[config.mk]
export PLATFORM = sky130hd
export DESIGN_NAME = centroid_collector
export DESIGN_NICKNAME = d
export VERILOG_FILES = /design/src/rtl/centroid_collector.sv
export SDC_FILE = /design/constraint.sdc
export NUM_CORES = 1
export LEC_CHECK = 0
export ABC_AREA = 0
export ABC_CLOCK_PERIOD_IN_PS = 3200
export CAP_MARGIN = 20
export CELL_PAD_IN_SITES_DETAIL_PLACEMENT = 0
export CELL_PAD_IN_SITES_GLOBAL_PLACEMENT = 1
export CORE_ASPECT_RATIO = 1.25
export CORE_MARGIN = 3
export CORE_UTILIZATION = 30
export CTS_BUF_LIST = sky130_fd_sc_hd__clkbuf_8 sky130_fd_sc_hd__clkbuf_16
export DETAILED_ROUTE_END_ITERATION = 10
export PLACE_DENSITY_LB_ADDON = 0.1
export SLEW_MARGIN = 20
export SYNTH_ARGS = -nofsm -noshare
export SYNTH_HDL_FRONTEND = slang
export SYNTH_SLANG_ARGS = --single-unit
[constraint.sdc]
create_clock -name Random2_clk -period 3.2 [get_ports Random2_clk]
set_clock_uncertainty 0.15 [all_clocks]
set_input_delay 0.8 -clock Random2_clk [delete_from_list [all_inputs] [get_ports Random2_clk]]
set_output_delay 0.8 -clock Random2_clk [all_outputs]
set_load 0.005 [all_outputs]
[src/rtl/centroid_collector.sv]
// Collects up to 8 unique (X,Y) centroid candidates from the random source and
// serves them through a registered, indexed read port to the K-means datapath.
module centroid_collector (
  input  logic       Random2_clk,
  input  logic       Random2_rst,
  input  logic [3:0] Group_quanI,
  input  logic       Cent_valid,
  input  logic [8:0] Cent_coorX,
  input  logic [8:0] Cent_coorY,
  input  logic       Cent_clear,
  input  logic [2:0] Rd_idx,
  output logic       Cent_ready,
  output logic       Cent_reject,
  output logic       Cent_done,
  output logic [3:0] Cent_count,
  output logic [3:0] Group_quanO,
  output logic [8:0] Rd_coorX,
  output logic [8:0] Rd_coorY
);

  typedef enum logic [1:0] {IDLE, COLLECT, CHECK, DONE} state_t;

  state_t     state, next_state;
  logic [8:0] tab_x [8];
  logic [8:0] tab_y [8];
  logic [8:0] hold_x, hold_y;
  logic       match;
  logic [3:0] count_inc;
  logic [3:0] target_clamped;
  logic       rd_hit;

  assign count_inc      = Cent_count + 4'd1;
  assign target_clamped = (Group_quanI > 4'd8) ? 4'd8 : Group_quanI;
  assign rd_hit         = ({1'b0, Rd_idx} < Cent_count);

  // Only occupied entries take part in the duplicate search.
  always_comb begin
    match = 1'b0;
    for (int i = 0; i < 8; i++) begin
      if ((4'(i) < Cent_count) && (tab_x[i] == hold_x) && (tab_y[i] == hold_y))
        match = 1'b1;
    end
  end

  always_ff @(posedge Random2_clk or negedge Random2_rst) begin
    if (!Random2_rst) state <= IDLE;
    else              state <= next_state;
  end

  always_comb begin
    next_state = state;
    case (state)
      IDLE:    if (Group_quanI != 4'd0) next_state = COLLECT;
      COLLECT: if (Cent_valid) next_state = CHECK;
      CHECK: begin
        if (match)                          next_state = COLLECT;
        else if (count_inc == Group_quanO)  next_state = DONE;
        else                                next_state = COLLECT;
      end
      DONE:    next_state = DONE;
      default: next_state = IDLE;
    endcase
    if (Cent_clear) next_state = IDLE;
  end

  always_ff @(posedge Random2_clk or negedge Random2_rst) begin
    if (!Random2_rst) begin
      Cent_ready  <= 1'b0;
      Cent_reject <= 1'b0;
      Cent_done   <= 1'b0;
      Cent_count  <= 4'd0;
      Group_quanO <= 4'd0;
      Rd_coorX    <= 9'd0;
      Rd_coorY    <= 9'd0;
      hold_x      <= 9'd0;
      hold_y      <= 9'd0;
      for (int i = 0; i < 8; i++) begin
        tab_x[i] <= 9'd0;
        tab_y[i] <= 9'd0;
      end
    end else if (Cent_clear) begin
      // Clear wins over any pending write or reject in this cycle.
      Cent_ready  <= 1'b0;
      Cent_reject <= 1'b0;
      Cent_done   <= 1'b0;
      Cent_count  <= 4'd0;
      Group_quanO <= 4'd0;
      Rd_coorX    <= 9'd0;
      Rd_coorY    <= 9'd0;
      hold_x      <= 9'd0;
      hold_y      <= 9'd0;
      for (int i = 0; i < 8; i++) begin
        tab_x[i] <= 9'd0;
        tab_y[i] <= 9'd0;
      end
    end else begin
      Cent_reject <= 1'b0;
      Cent_ready  <= (next_state == COLLECT);
      Cent_done   <= (next_state == DONE);
      case (state)
        IDLE: begin
          if (Group_quanI != 4'd0) Group_quanO <= target_clamped;
        end
        COLLECT: begin
          if (Cent_valid) begin
            hold_x <= Cent_coorX;
            hold_y <= Cent_coorY;
          end
        end
        CHECK: begin
          if (match) begin
            Cent_reject <= 1'b1;
          end else begin
            tab_x[Cent_count[2:0]] <= hold_x;
            tab_y[Cent_count[2:0]] <= hold_y;
            Cent_count             <= count_inc;
          end
        end
        default: ;
      endcase
      Rd_coorX <= rd_hit ? tab_x[Rd_idx] : 9'd0;
      Rd_coorY <= rd_hit ? tab_y[Rd_idx] : 9'd0;
    end
  end

endmodule

# == After elaboration in Yosys (flattened, before gate mapping) ==
# Index checks and enable logic that the tools add are counted.
# op_classes
muxes,52
bitwise_logic,2
n_addsub,1
n_lt_le_gt_ge,13
eq_ne,23
reduce_logical,27
# op_table
op,n
$mux W72,6
$bwmux W72,2
$eq A9 B9 Y1,16
$mux W9,15
$bmux W9 S3,2
$mux W4,7
$demux W9 S3,1
$logic_and A1 B1 Y1,17
$lt A3 B4 Y1 const A,4
$mux W1,13
$mux W2,5
$reduce_bool A2 Y1,5
$ge A4 B4 Y1 const B,2
$lt A1 B4 Y1 const A,2
$lt A2 B4 Y1 const A,2
$not A3 Y4,2
$pmux W2 S4,1
$eq A2 B2 Y1 const B,3
$reduce_and A2 Y1,3
$add A4 B1 Y4 const B,1
$eq A2 B1 Y1 const B,2
$eq A4 B4 Y1,1
$gt A4 B4 Y1 const B,1
$lt A3 B4 Y1,1
other kinds (4),4
# totals
ff_bits,193
word_cells,144
output_inout_bits,29
inputBits,29

# == Logic depth before layout (Yosys ltp) ==
# depth
ltp_word,16
ltp_mapped,12
ltp_nobuf,9

# == Worst setup path after synthesis ==
# No wires, ideal clock.
# synth_timing
path_type,input port to flip-flop
start,input port Rd_idx[0]
end,register Rd_coorY[2]
slack_ps,650
setup_ps,140
t_arrival_ps,2261
path_buffers,2
required_ps,2910
path_stages,5
cell_sequence,clkbuf_1 -> buf_2 -> mux4_2 -> mux2i_1 -> nor2_1
# synth_between
elab_chain_len,6
elab_cells_between_ends,7
classes_between,1 x order compare; 5 x mux; 1 x bitwise
# synth_rtl
element,line,source
start: declaration,11,"input logic [2:0] Rd_idx,"
$not A3 Y4 (implied by the code),122,Rd_coorY <= rd_hit ? tab_y[Rd_idx] : 9'd0;
$bmux W9 S3,122,
$mux W9 (implied by the code) (2 in a row),122,
$mux W9 *,122,
$mux W9 *,81,end else if (Cent_clear) begin
end signal: assignment,122,
end: declaration,18,output logic [8:0] Rd_coorY
# Mark *: on every way between the ends. The rest lies on a longest branch, timed or not. The select of a mux whose other input is x is not followed.
# A chain may end at the register's enable or synchronous reset.

# == Worst setup path in the final report ==
# layout_timing
start,register hold_x[7]
end,register tab_x[7] in the netlist's numbering
# layout_between
elab_chain_len,13
elab_cells_between_ends,38
classes_between,9 x eq/ne; 12 x mux; 17 x reduce/logical
# layout_rtl
element,line,source
start: declaration,26,"logic [8:0] hold_x, hold_y;"
start signal: assignment,106,hold_x <= Cent_coorX;
$eq A9 B9 Y1,40,if ((4'(i) < Cent_count) && (tab_x[i] == hold_x) && (tab_y[i] == hold_y))
$logic_and A1 B1 Y1 (2 in a row),40,
$mux W1 (8 in a row),40,
$ne A2 B2 Y1 (no line),-,
$reduce_and A2 Y1 (no line),-,
end signal: indexed assignment,114,tab_x[Cent_count[2:0]] <= hold_x;
end: declaration,24,logic [8:0] tab_x [8];
# Several ways; a longest one is shown, not always the timed one. The select of a mux whose other input is x is not followed.

==> summary.txt <==
VDD IR max -> 0.000343 V
filler-free cell count of the finished design -> 1549
clock sink count -> 193
worst-path cell chain -> xor2_1, nor4_1, nand2_1, nor4_4, a311oi_4, nand4_1, buf_4, mux2i_1
top cell type's share of synthesized area -> 0.421
area leader, netlist -> dfrtp_1
Synth area leaders -> dfrtp_1 42%, mux2i_1 14%, mux4_2 7.1%, nand2b_1 6.7%, xor2_1 6.2%
Metal-1 WL -> 18300 um
Pwr Density -> 400 nW/um^2
max cap viols -> 0
Max Freq -> 0.327 GHz
HP Class -> primary input to asynchronous set/reset pin
post-route clock period utilization -> 0.957
# DRC -> 0
Synthesis Warnings -> 0
Crit Path Max Fanout -> 13
worst-margin pin slew -> 746 ps
Post-Route WL -> 40300 um
clock buffer depth -> 2
Fill cells -> 3711
vias -> 7587
Core Area -> 37500 um^2
initial antenna violation count -> 0
Worst setup SP type -> flop
Final HPWL DP -> 29200 um
Initial Util -> 0.306
Area Overhead vs Synth -> 15.7%
postcts setup bufs -> 0
synthesized flop and latch total -> 193
layout cells sized above 1 -> 0.148
most common flop cell mapped by yosys -> dfrtp_1
row cnt -> 79
Worst R2R Setup Slack -> 140 ps
Power Total -> 0.00531 W
crit path to -> tab_x[7]
Placed Instances -> 1517
RSZ-0062 raised after global routing -> false
met3 wire len -> 958 um
synthesized area -> 11500 um^2
IO Port Bufs -> 57
# setup viols final -> 0
post-synthesis net count -> 1034
area of the die -> 40600 um^2
Detailed Routing Iterations Pass 1 -> 5
# IOs -> 58
vias per inst -> 4.90
RD Place Congestion -> 0.822
FF-to-FF Start -> hold_x[7]
largest net degree at the start of global routing -> 68
n_diodes -> 0
Top Metal Used -> met4
first-pass GRT wire length -> 60200 um
CP max stage delay -> 560 ps
FFs w/ async S/R, synth -> 1.00
Max transition margin -> 0.503
synth unique cells -> 47
crit path kind -> flop to flop
global route overflow -> 0
CP max-delay cell -> dfrtp_1
Num CTS Buffers -> 17
Met2 Routed Length -> 20600 um
antenna viol nets, final -> 0
WL per Instance -> 26.0 um
LEAKAGE -> 6.61 nW
Root Driver -> clkbuf_16
worst setup path start -> hold_x[7]
Slew Viols, Final -> 0
total track usage -> 0.204
CTS tree -> yes
Data arrival, critical path -> 3300 ps
synthesized area per cell -> 11.5 um^2
number of nets in the layout -> 1084
Worst EP required -> 3440 ps
number of global-route vias before repair -> 8202
sequential area share after synthesis -> 0.421
Starting DRT DRC Count -> 580
status -> finished, final reports clean
Syn Inst Count -> 1000
Worst-path clk slew -> 80 ps
Die W -> 181 um
die span in y -> 225 um
Final Hold Fails -> 0
worst r2r dst -> tab_x[7]
Post-synth EDFFs -> 0
FF-to-FF path depth -> 8
fin crit period -> 3060 ps
H-Tree Depth -> 4
crit end category -> flop
hold-fix buffers at CTS -> 0
worst-skew pair later-pin latency -> 470 ps
[repair_timing]
action / CTS / global route
pin swaps: 0 / 2
setup endpoints to repair: 78 / 86
hold endpoints to repair: 0 / 0
resized for setup: 2 / 4
[cells in the mapped netlist, types with 2 or more instances]
cell      instances
dfrtp_1         193
mux2i_1         162
nand2b_1        122
xor2_1           81
xnor2_1          69
nand2_1          45
or2b_1           39
nor2_1           37
mux4_2           36
a21oi_1          27
clkbuf_1         27
buf_6            22
nand4_1          21
nor4_1           19
buf_1            11
clkbuf_4         11
buf_4            10
nor3_1            8
ha_1              5
nand4_2           5
buf_12            4
buf_2             4
nand3_1           4
a211oi_1          3
inv_1             3
nor3b_1           3
o21ai_0           3
o31ai_1           3
or2b_2            3
mux2_2            2
nor2b_1           2
[where the power goes]
group	total [W]	switching, W	internal (W)	leakage [nW]
logic	0.000579	0.000354	0.000225	3.64
registers	0.00249	0.0000331	0.00245	2.68
clock network	0.00224	0.00108	0.00116	0.279
[area by class of cell]
type                       count  area [um^2]  share of cell area
multi-input combinational    713         6000               0.453
sequential                   193         4830               0.364
timing repair buffer         121         1220              0.0918
tap                          486          608              0.0459
clock buffer                  17          425              0.0321
clock inverter                15          159              0.0120
inverter                       4         15.0             0.00113
[per-layer routing]
metal,vias up,global-route usage
li1,3513,-
met3,21,0.0272
met2,97,0.355
met5,-,0
met1,3956,0.274
met4,0,0.0414
[worst min-delay path by stage]
stage,startpoint,to,slack (ps),cells after the start
floorplan,Random2_rst,Cent_count[0],350,0
global placement,state[1],Cent_ready,400,1
detailed placement,state[1],Cent_ready,420,1
CTS,Random2_rst,Group_quanO[0],150,1
global route,Random2_rst,Group_quanO[0],140,1
finish,Random2_rst,Group_quanO[0],140,1
[logic make-up (layout without fill, tap and decap cells)]
family          Yosys count  in the layout  synth area share
fa+ha+maj                 5              5           0.00546
flops                   193            193             0.421
buf+inv                  94            157            0.0583
compound gates           47             47            0.0258
xor+xnor                150            150             0.115
mux                     200            200             0.214
simple gates            311            311             0.160
[cells in the final DEF, fill, tap and decap left out, types with 4 or more instances in the layout]
cell,synthesis,routed
nand2_1,45,45
mux2i_1,162,162
nor4_1,19,16
xor2_1,81,81
clkinvlp_4,0,5
inv_1,3,5
nand4_1,21,21
nor2_1,37,37
clkbuf_16,0,17
clkdlybuf4s50_1,0,53
or2b_1,39,39
nand2b_1,122,122
nor3_1,8,7
buf_12,4,14
a21oi_1,27,27
nand4_2,5,5
xnor2_1,69,69
buf_4,10,51
mux4_2,36,36
dfrtp_1,193,191
ha_1,5,5
nand3_1,4,4
[state kept, by name (all words and copies together), names as in the netlist]
name / cells
tab_x: 72
Cent_reject: 1
Rd_coorX: 9
state: 2
Rd_coorY: 9
Cent_ready: 1
hold_x: 9
tab_y: 72
Cent_done: 1
Cent_count: 4
Group_quanO: 4
hold_y: 9
[worst max-delay path: cells and delay by family (launching register included)]
kind                   cells  cell delay, ps
buffers and inverters      1             300
flip-flops                 1             560
XOR/XNOR                   1             230
AND/OR/NAND/NOR            4            1320
multiplexers               1             220
AO/OA/AOI/OAI              1             180
[metrics by stage]
stage                     setup slack, ps  setup TNS, ps  hold WS [ps]  area [um^2]  utilization
after global routing                 21.3              0           143        13300        0.354
final                                 138              0           137        13300        0.354
after floorplan                       650              0           346        11500            -
after detailed placement            -70.4          -1640           416        12600        0.337
after CTS                            22.3              0           148        13200        0.354
after global placement              -37.0           -486           398        12600        0.337
Power figures use the tool's default switching activity.
